--- config.mk ---
export PLATFORM = sky130hd
export DESIGN_NAME = warp_scheduler_flat
export DESIGN_NICKNAME = d
export VERILOG_FILES = /design/src/rtl/warp_scheduler_pkg.sv /design/src/rtl/warp_scheduler_if.sv /design/src/rtl/warp_scheduler_rr_arbiter.sv /design/src/rtl/warp_scheduler.sv /design/src/flat_wrapper.sv
export SDC_FILE = /design/constraint.sdc
export NUM_CORES = 1
export LEC_CHECK = 0
export ABC_AREA = 1
export CAP_MARGIN = 0
export CORE_AREA = 2 2 49 51
export DETAILED_ROUTE_END_ITERATION = 12
export DIE_AREA = 0 0 51 53
export DONT_BUFFER_PORTS = 1
export GPL_ROUTABILITY_DRIVEN = 0
export PLACE_DENSITY = 0.58
export SYNTH_ARGS = -nofsm -noshare
export SYNTH_HDL_FRONTEND = slang
export SYNTH_SLANG_ARGS = --single-unit
--- constraint.sdc ---
create_clock -name clk -period 2.64 [get_ports clk]
set_input_delay 0.264 -clock clk [delete_from_list [all_inputs] [get_ports clk]]
set_output_delay 0.264 -clock clk [all_outputs]
set_load 0.1 [all_outputs]
--- src/rtl/warp_scheduler_pkg.sv ---
`default_nettype none
// +----------------------------------------------------------------------+
// | warp_sched_pkg : shared types and helpers for the warp scheduler      |
// | rev 1.0                                                              |
// +----------------------------------------------------------------------+
package warp_sched_pkg;

  localparam int MAX_WARPS = 256;

  typedef enum logic [1:0] {
    IDLE      = 2'd0,
    PUSH      = 2'd1,
    WAIT_DONE = 2'd2
  } sched_state_e;

  // Index width for n warps; a single-bit index is the floor.
  function automatic int warp_w(input int n);
    return (n <= 2) ? 1 : $clog2(n);
  endfunction

  function automatic logic [MAX_WARPS-1:0] onehot(input logic [31:0] idx);
    return {{(MAX_WARPS-1){1'b0}}, 1'b1} << idx;
  endfunction

endpackage
`default_nettype wire

--- src/rtl/warp_scheduler_if.sv ---
`default_nettype none
// +----------------------------------------------------------------------+
// | warp_scheduler_if : warp-state, push-control and issue handshake bus  |
// | rev 1.0                                                              |
// +----------------------------------------------------------------------+
interface warp_scheduler_if #(
  parameter int NUM_WARPS = 4
);
  import warp_sched_pkg::*;

  localparam int WARP_W = warp_w(NUM_WARPS);

  logic [NUM_WARPS-1:0] ready_warps;
  logic                 push_en;
  logic [WARP_W-1:0]    push_start;
  logic [WARP_W:0]      push_count;
  logic                 matmul_done;
  logic                 push_valid;
  logic [WARP_W-1:0]    push_warp;
  logic                 pause;
  logic                 push_active;
  logic                 issue_valid;
  logic [WARP_W-1:0]    issue_warp;
  logic                 issue_ready;
  logic                 all_busy;

  // Master: the surrounding control/state logic. Slave: the scheduler.
  modport master (
    output ready_warps, push_en, push_start, push_count, matmul_done, issue_ready,
    input  push_valid, push_warp, pause, push_active, issue_valid, issue_warp, all_busy
  );

  modport slave (
    input  ready_warps, push_en, push_start, push_count, matmul_done, issue_ready,
    output push_valid, push_warp, pause, push_active, issue_valid, issue_warp, all_busy
  );

endinterface
`default_nettype wire

--- src/rtl/warp_scheduler_rr_arbiter.sv ---
`default_nettype none
// +----------------------------------------------------------------------+
// | rr_arbiter : round-robin pick over N requests, owns the scan pointer  |
// | rev 1.0                                                              |
// +----------------------------------------------------------------------+
module rr_arbiter #(
  parameter int N = 4
) (
  input  logic                        clk,
  input  logic                        reset,
  input  logic [N-1:0]                req,
  input  logic                        advance,
  output logic                        grant_valid,
  output logic [warp_sched_pkg::warp_w(N)-1:0] grant_idx
);
  import warp_sched_pkg::*;

  localparam int W = warp_w(N);

  logic [W-1:0] ptr_q;
  logic [W-1:0] ptr_d;
  logic [W-1:0] cand;

  // Scan from the far end back toward ptr so the nearest request wins last.
  always_comb begin
    grant_valid = 1'b0;
    grant_idx   = '0;
    cand        = '0;
    for (int k = N - 1; k >= 0; k--) begin
      cand = ptr_q + W'(k);
      if (req[cand]) begin
        grant_valid = 1'b1;
        grant_idx   = cand;
      end
    end
  end

  always_comb begin
    ptr_d = ptr_q;
    if (advance && grant_valid) begin
      ptr_d = grant_idx + W'(1);
    end
  end

  always_ff @(posedge clk or posedge reset) begin
    if (reset) begin
      ptr_q <= '0;
    end else begin
      ptr_q <= ptr_d;
    end
  end

endmodule
`default_nettype wire

--- src/rtl/warp_scheduler.sv ---
`default_nettype none
// +----------------------------------------------------------------------+
// | warp_scheduler : push-window sequencer plus round-robin issue pick    |
// | rev 1.0                                                              |
// +----------------------------------------------------------------------+
module warp_scheduler #(
  parameter int NUM_WARPS = 4
) (
  input  logic            clk,
  input  logic            reset,
  warp_scheduler_if.slave bus
);
  import warp_sched_pkg::*;

  localparam int WARP_W = warp_w(NUM_WARPS);

  sched_state_e         state_q;
  sched_state_e         state_d;
  logic [WARP_W-1:0]    start_q;
  logic [WARP_W-1:0]    start_d;
  logic [WARP_W:0]      count_q;
  logic [WARP_W:0]      count_d;
  logic [WARP_W-1:0]    step_q;
  logic [WARP_W-1:0]    step_d;

  logic [WARP_W-1:0]    cur;
  logic                 cur_ready;
  logic                 last_step;
  logic                 push_valid;
  logic [WARP_W-1:0]    push_warp;
  logic                 pause;
  logic                 push_active;
  logic [NUM_WARPS-1:0] push_mask;
  logic [NUM_WARPS-1:0] eligible;
  logic                 issue_valid;
  logic [WARP_W-1:0]    issue_warp;

  // Window position wraps naturally in WARP_W bits.
  assign cur       = start_q + step_q;
  assign cur_ready = bus.ready_warps[cur];
  assign last_step = ({1'b0, step_q} == (count_q - (WARP_W + 1)'(1)));

  always_ff @(posedge clk or posedge reset) begin
    if (reset) begin
      state_q <= IDLE;
      start_q <= '0;
      count_q <= '0;
      step_q  <= '0;
    end else begin
      state_q <= state_d;
      start_q <= start_d;
      count_q <= count_d;
      step_q  <= step_d;
    end
  end

  always_comb begin
    state_d = state_q;
    start_d = start_q;
    count_d = count_q;
    step_d  = step_q;
    unique case (state_q)
      IDLE: begin
        if (bus.push_en) begin
          start_d = bus.push_start;
          count_d = (bus.push_count == '0) ? (WARP_W + 1)'(NUM_WARPS) : bus.push_count;
          step_d  = '0;
          state_d = PUSH;
        end
      end
      PUSH: begin
        if (bus.matmul_done) begin
          state_d = IDLE;
        end else if (cur_ready) begin
          if (last_step) begin
            state_d = WAIT_DONE;
          end else begin
            step_d = step_q + WARP_W'(1);
          end
        end
      end
      WAIT_DONE: begin
        if (bus.matmul_done) begin
          state_d = IDLE;
        end
      end
      default: state_d = IDLE;
    endcase
  end

  // A grant is presented even in the cycle matmul_done aborts the window.
  always_comb begin
    push_valid  = 1'b0;
    push_warp   = '0;
    pause       = 1'b0;
    push_active = (state_q != IDLE);
    if (state_q == PUSH) begin
      if (cur_ready) begin
        push_valid = 1'b1;
        push_warp  = cur;
      end else begin
        pause = 1'b1;
      end
    end
  end

  assign push_mask = push_valid ? NUM_WARPS'(onehot(32'(push_warp))) : '0;
  assign eligible  = bus.ready_warps & ~push_mask;

  rr_arbiter #(
    .N (NUM_WARPS)
  ) u_rr_arbiter (
    .clk         (clk),
    .reset       (reset),
    .req         (eligible),
    .advance     (bus.issue_ready),
    .grant_valid (issue_valid),
    .grant_idx   (issue_warp)
  );

  assign bus.push_valid  = push_valid;
  assign bus.push_warp   = push_warp;
  assign bus.pause       = pause;
  assign bus.push_active = push_active;
  assign bus.issue_valid = issue_valid;
  assign bus.issue_warp  = issue_warp;
  assign bus.all_busy    = (bus.ready_warps == '0);

endmodule
`default_nettype wire

--- src/flat_wrapper.sv ---
// flat-port wrapper written by rule: the top's interface ports become plain ports
module warp_scheduler_flat import warp_sched_pkg::*;
#(
  parameter int NUM_WARPS = 4
)
  (clk, reset, bus_ready_warps, bus_push_en, bus_push_start, bus_push_count, bus_matmul_done, bus_issue_ready, bus_push_valid, bus_push_warp, bus_pause, bus_push_active, bus_issue_valid, bus_issue_warp, bus_all_busy);
  warp_scheduler_if #(.NUM_WARPS(NUM_WARPS)) bus_i ();
  input  logic clk;
  input  logic reset;
  input wire logic [$bits(bus_i.ready_warps)-1:0] bus_ready_warps;
  input wire logic [$bits(bus_i.push_en)-1:0] bus_push_en;
  input wire logic [$bits(bus_i.push_start)-1:0] bus_push_start;
  input wire logic [$bits(bus_i.push_count)-1:0] bus_push_count;
  input wire logic [$bits(bus_i.matmul_done)-1:0] bus_matmul_done;
  input wire logic [$bits(bus_i.issue_ready)-1:0] bus_issue_ready;
  output wire logic [$bits(bus_i.push_valid)-1:0] bus_push_valid;
  output wire logic [$bits(bus_i.push_warp)-1:0] bus_push_warp;
  output wire logic [$bits(bus_i.pause)-1:0] bus_pause;
  output wire logic [$bits(bus_i.push_active)-1:0] bus_push_active;
  output wire logic [$bits(bus_i.issue_valid)-1:0] bus_issue_valid;
  output wire logic [$bits(bus_i.issue_warp)-1:0] bus_issue_warp;
  output wire logic [$bits(bus_i.all_busy)-1:0] bus_all_busy;
  assign bus_i.ready_warps = bus_ready_warps;
  assign bus_i.push_en = bus_push_en;
  assign bus_i.push_start = bus_push_start;
  assign bus_i.push_count = bus_push_count;
  assign bus_i.matmul_done = bus_matmul_done;
  assign bus_i.issue_ready = bus_issue_ready;
  assign bus_push_valid = bus_i.push_valid;
  assign bus_push_warp = bus_i.push_warp;
  assign bus_pause = bus_i.pause;
  assign bus_push_active = bus_i.push_active;
  assign bus_issue_valid = bus_i.issue_valid;
  assign bus_issue_warp = bus_i.issue_warp;
  assign bus_all_busy = bus_i.all_busy;
  warp_scheduler #(.NUM_WARPS(NUM_WARPS)) u_core (.clk(clk), .reset(reset), .bus(bus_i));
endmodule
# Word level (Yosys, flattened, before mapping)
# Index checks and enable logic that the tools add are counted.
# op_classes
n_lt_le_gt_ge	5
n_reduce_logical	9
muxes	37
addsub	7
shift	1
bitwise_logic	2
n_eq_ne	10
# op_table
operator	n
2-bit two-way mux	15
2-bit by 3-bit less-than comparator with 1-bit output (second input constant)	5
1-bit two-way mux	13
1-bit binary-select mux with 2-bit select	5
2-bit != test (second input constant)	4
2-bit by 1-bit adder with 2-bit output (second input constant)	3
3-bit by 2-bit != test with 1-bit output (second input constant)	2
2-bit one-hot mux with 3 select lines	1
5-bit AND reduction	1
2-bit adder (second input constant)	2
4-bit bitwise AND	1
4-bit zero test	1
4-bit two-way mux	1
4-bit NOT	1
2-bit one-hot mux with 2 select lines	1
4-bit AND reduction	1
2-bit nonzero test	2
1-bit by 2-bit left shift with 4-bit output (first input constant)	1
2-bit by 3-bit == test with 1-bit output	1
3-bit zero test	1
3-bit two-way mux	1
3-bit by 1-bit subtractor with 3-bit output (second input constant)	1
2-bit adder	1
2-bit by 1-bit == test with 1-bit output (second input constant)	1
5 further kinds	5
# word_totals
regBits	11
wordCells	76
in_bits	14
out_inout_bits	9

# Depth between registers and ports, before layout
# depth
ltp_word	16
depth_mapped	19
mapped_depth_nobuf	19

# Hierarchy
# Synthesis repeated with hierarchy kept, for this count alone.
# unflattened
cells_unflattened	172
area_unflattened_um2	1051.0
# modules_own_cells
module	cells_per_inst	n_inst	seq_area_each_um2	area_per_inst_um2
warp_scheduler	103	1	225.2	699.4
rr_arbiter	69	1	50.0	351.6

# Worst setup path after synthesis
# OpenSTA, ideal clock, no wires.
# synth_path
kind	input -> output
start	input port bus_ready_warps[3]
end	output port bus_all_busy
arrival_time_ps	3223
path_stages	1
slack_ps	-847
t_required_ps	2376
n_path_buf	0
cell_sequence	nor4_1
# synth_between
elab_chain_cells	1
# synth_lines
item	line	text
start, declared	flat_wrapper.sv:10	input wire logic [$bits(bus_i.ready_warps)-1:0] bus_ready_warps;
4-bit zero test	warp_scheduler.sv:127	assign bus.all_busy = (bus.ready_warps == '0);
end, declared	flat_wrapper.sv:22	output wire logic [$bits(bus_i.all_busy)-1:0] bus_all_busy;
# No other way between the ends.

# Final worst setup path
# layout_path
start	register u_core.start_q[0]
end	output port bus_issue_warp[0]
# layout_between
elab_chain_cells	15
word_cells_on_any_way	23
classes_between	add/sub: 1; shift: 1; mux: 19; bitwise: 2
# layout_lines
item	line	text
start, declared	warp_scheduler.sv:19	logic [WARP_W-1:0] start_q;
start signal, assigned	warp_scheduler.sv:51	start_q <= start_d;
2-bit adder *	warp_scheduler.sv:39	assign cur = start_q + step_q;
1-bit binary-select mux with 2-bit select	warp_scheduler.sv:40	assign cur_ready = bus.ready_warps[cur];
1-bit two-way mux (not written as such)	warp_scheduler.sv:40	
2-bit two-way mux	warp_scheduler.sv:98	if (cur_ready) begin
2-bit two-way mux	warp_scheduler.sv:97	if (state_q == PUSH) begin
1-bit by 2-bit left shift with 4-bit output	warp_scheduler_pkg.sv:22	return {{(MAX_WARPS-1){1'b0}}, 1'b1} << idx;
4-bit two-way mux *	warp_scheduler.sv:107	assign push_mask = push_valid ? NUM_WARPS'(onehot(32'(push_warp))) : '0;
4-bit NOT *	warp_scheduler.sv:108	assign eligible = bus.ready_warps & ~push_mask;
4-bit bitwise AND *	warp_scheduler.sv:108	
1-bit binary-select mux with 2-bit select	warp_scheduler_rr_arbiter.sv:31	if (req[cand]) begin
1-bit two-way mux (not written as such)	warp_scheduler_rr_arbiter.sv:31	
2-bit two-way mux (3 in series)	warp_scheduler_rr_arbiter.sv:31	
2-bit two-way mux *	warp_scheduler_rr_arbiter.sv:31	
end, declared	flat_wrapper.sv:21	output wire logic [$bits(bus_i.issue_warp)-1:0] bus_issue_warp;
# Mark *: on every way between the ends. The rest lies on a longest branch, timed or not. The select of a mux whose other input is x is not followed.

==> summary.md <==
| Metric | Value |
|---|---|
| Run status | finished with violations |
| Failing checks | negative setup slack |
| Fmax | 0.3696 GHz |
| Clock Skews | 0.0003684 ns |
| Yosys warnings | 0 |
| Die area | 0.002703 sq mm |
| CP endpoint kind | output port |
| Largest net degree at the start of global routing | 12 |
| Slew Viols, Final | 0 |
| Core Footprint | 0.002148 sq mm |
| Syn Area/Cell | 6.731 sq um |
| Worst Max-Slew Pin Slew | 0.4122 ns |
| Initial Util | 0.4292 |
| Reg2reg start | u_core.start_q[0]$_DFFE_PP0P_ |
| CTS clock-pin slew for the worst setup and hold paths | 0.07 ns |
| Cell taking the most area after synthesis | dfrtp_1 |
| Setup Crit Path Kind | register to output port |
| Final Core Density | 0.5638 |
| Antenna Diode Count | 0 |
| Global-route wire length before repair | 3629 microns |
| Layout cells sized above 1 | 0.3742 |
| Crit start category | register |
| Clock Tree Root | clkbuf_4 |
| Crit path buf inv count | 3 |
| WL final | 2042 microns |
| Post-route clock period utilization | 1.025 |
| Seq cells post-synth | 11 |
| Setup crit start | u_core.start_q[0]$_DFFE_PP0P_ |
| Commonest non-fill, non-tap cells in the layout | nand2_1, nand2_2, inv_1, nand3_1 |
| Req. time, crit path | 2.38 ns |
| Die Y | 53 microns |
| Final Hold Fails | 0 |
| Setup TNS | -0.06577 ns |
| Filler cells | 221 |
| Cells after synthesis | 137 |
| Seq/Total Area, Yosys | 0.2985 |
| Antenna Nets Post-Route | 0 |
| Hold Path Class | input pin to register |
| PortBufs | 0 |
| Clock Latency Late Sink | 0.26 ns |
| R2r worst-path depth | 18 |
| CTS Buffer Depth | 2 |
| Arrival @ worst endpoint | 2.44 ns |
| CTS Sinks | 11 |
| R2R setup slack | 0.24 ns |
| CP max stage cell | dfrtp_1 |
| Max-slew headroom | 0.7249 |
| # nets final | 172 |
| Largest delay contributor family on the critical path | simple AND/OR/NAND/NOR gates |
| DRT iter0 DRCs | 7 |
| First-pass iteration count of the detailed router | 2 |
| Max incr delay on CP | 0.43 ns |
| Synth unique cells | 26 |
| Initial antenna violation count | 0 |
| Min Clock Period, post-route | 2.706 ns |
| FP Rows | 17 |
| Via density | 4.869 |
| Final setup violation count | 1 |
| RR Endpoint | u_core.u_rr_arbiter.ptr_q[1]$_DFFE_PP0P_ |
| Synthesized area | 922.1 sq um |
| Commonest non-fill, non-tap cell in the layout | nand2_1 |
| Yosys top cell area share | 0.2985 |
| Peak fanout along the critical path | 5 |
| CTS tree | yes |
| Area added between synthesis and finish | 31.34% |
| DR vias | 891 |
| Die W | 51 microns |
| Vias in the first global route | 892 |
| Syn nets | 153 |
| Post-route DRC violation count | 0 |
| Cell Chain, Critical Path | ha_4 > or2_1 > o21ai_2 > a21oi_2 > nand4_1 > nand3_1 > nand2_2 > nand2_2 > nand2_2 > clkinv_2 > nand2_2 > nand2_2 > nand2_2 > nand2_2 > clkinvlp_4 > buf_12 |
| RSZ-0062 raised after global routing | yes |
| Number of max-cap violations | 0 |
| Setup WS post-layout | -0.06577 ns |
| Top cell by count, worst path | nand2_2 |
| H-tree levels | 1 |
| Routed WL per cell | 11.16 microns |
| Ports | 23 |
| CP endpoint | bus_issue_warp[0] |
| Num CTS Buffers | 3 |
| Overflow after GRT | 0 |
| Synth area leaders | dfrtp_1, nand2_1, nand2_2 |
| Post-DP HPWL | 1655 microns |
| Gr usage total | 0.1723 |
| Critical Path Stages | 16 |
## routing by layer
layer	wire, microns	up-vias	track usage
met2	950	21	0.3009
met1	960	401	0.2218
met3	121	2	0.02825
met5	0	-	0
li1	-	467	-
met4	10	0	0.04054
## timing repair
action	in CTS	in global routing
hold buffers	1	0
endpoints found under the hold margin	11	0
setup buffers	2	3
resized for setup	1	5
pin swaps	3	9
endpoints found under the setup margin	1	2
## registers in the layout, indices dropped and copies added, names as in the netlist
signal	cells
u_core.count_q	3
u_core.start_q	2
u_core.state_q	2
u_core.step_q	2
u_core.u_rr_arbiter.ptr_q	2
## through the flow
stage / cell area [sq um] / setup slack [ns] / instances / hold WS, ns
4_1_cts: 1176 / -0.02701 / 180 / 0.09895
3_5_place_dp: 1121 / 0.2301 / 173 / 0.1640
2_1_floorplan: 973.4 / -0.2212 / 137 / 0.1164
5_1_grt: 1211 / -0.2562 / 183 / 0.08973
3_3_place_gp: 1121 / 0.3116 / 173 / 0.1623
6_report: 1211 / -0.06577 / 183 / 0.1030
## synthesized netlist by cell type, drive strengths merged
| master | n |
|---|---|
| clkbuf | 1 |
| inv | 22 |
| ha | 2 |
| o21ai | 7 |
| xor2 | 3 |
| clkinv | 2 |
| o211ai | 1 |
| xnor2 | 1 |
| o31ai | 1 |
| mux2 | 1 |
| nand3 | 15 |
| nor4 | 1 |
| a21oi | 6 |
| nand4 | 3 |
| dfrtp | 11 |
| nor2 | 13 |
| nand2 | 46 |
| or2 | 1 |
## cells by family (layout without fill, tap and decap cells)
group                      after synthesis  after routing  synth area share
AOI/OAI and AO/OA                       15             15           0.09091
and+or+nand+nor                         79             79            0.4315
buffers and inverters                   25             43            0.1018
muxes                                    1              1           0.01221
xor gates and xnor gates                 4              4           0.03800
adders and majority gates                2              2           0.02713
DFF                                     11             11            0.2985
## how the worst min path moves through the flow
stage / startpoint / cells after the start / to
5_1_grt: bus_matmul_done / 1 / u_core.state_q[1]$_DFFE_PP0P_
4_1_cts: bus_matmul_done / 1 / u_core.state_q[1]$_DFFE_PP0P_
3_5_place_dp: reset / 1 / u_core.start_q[0]$_DFFE_PP0P_
2_1_floorplan: reset / 1 / u_core.count_q[0]$_DFFE_PP0P_
3_3_place_gp: reset / 1 / u_core.u_rr_arbiter.ptr_q[1]$_DFFE_PP0P_
6_report: bus_matmul_done / 1 / u_core.state_q[1]$_DFFE_PP0P_
## final cells by class
class	count	area [sq um]	area share
repair buffers	15	152.6	0.1260
multi-input cells	101	624.3	0.5155
well taps	28	35.03	0.02893
inverters	24	97.59	0.08058
clock buffers	4	26.28	0.02169
flip-flops and latches	11	275.3	0.2273
Power is left out: the tool's default activity adds up to more than one toggle a clock period on the data nets, which glitch-free logic cannot reach.
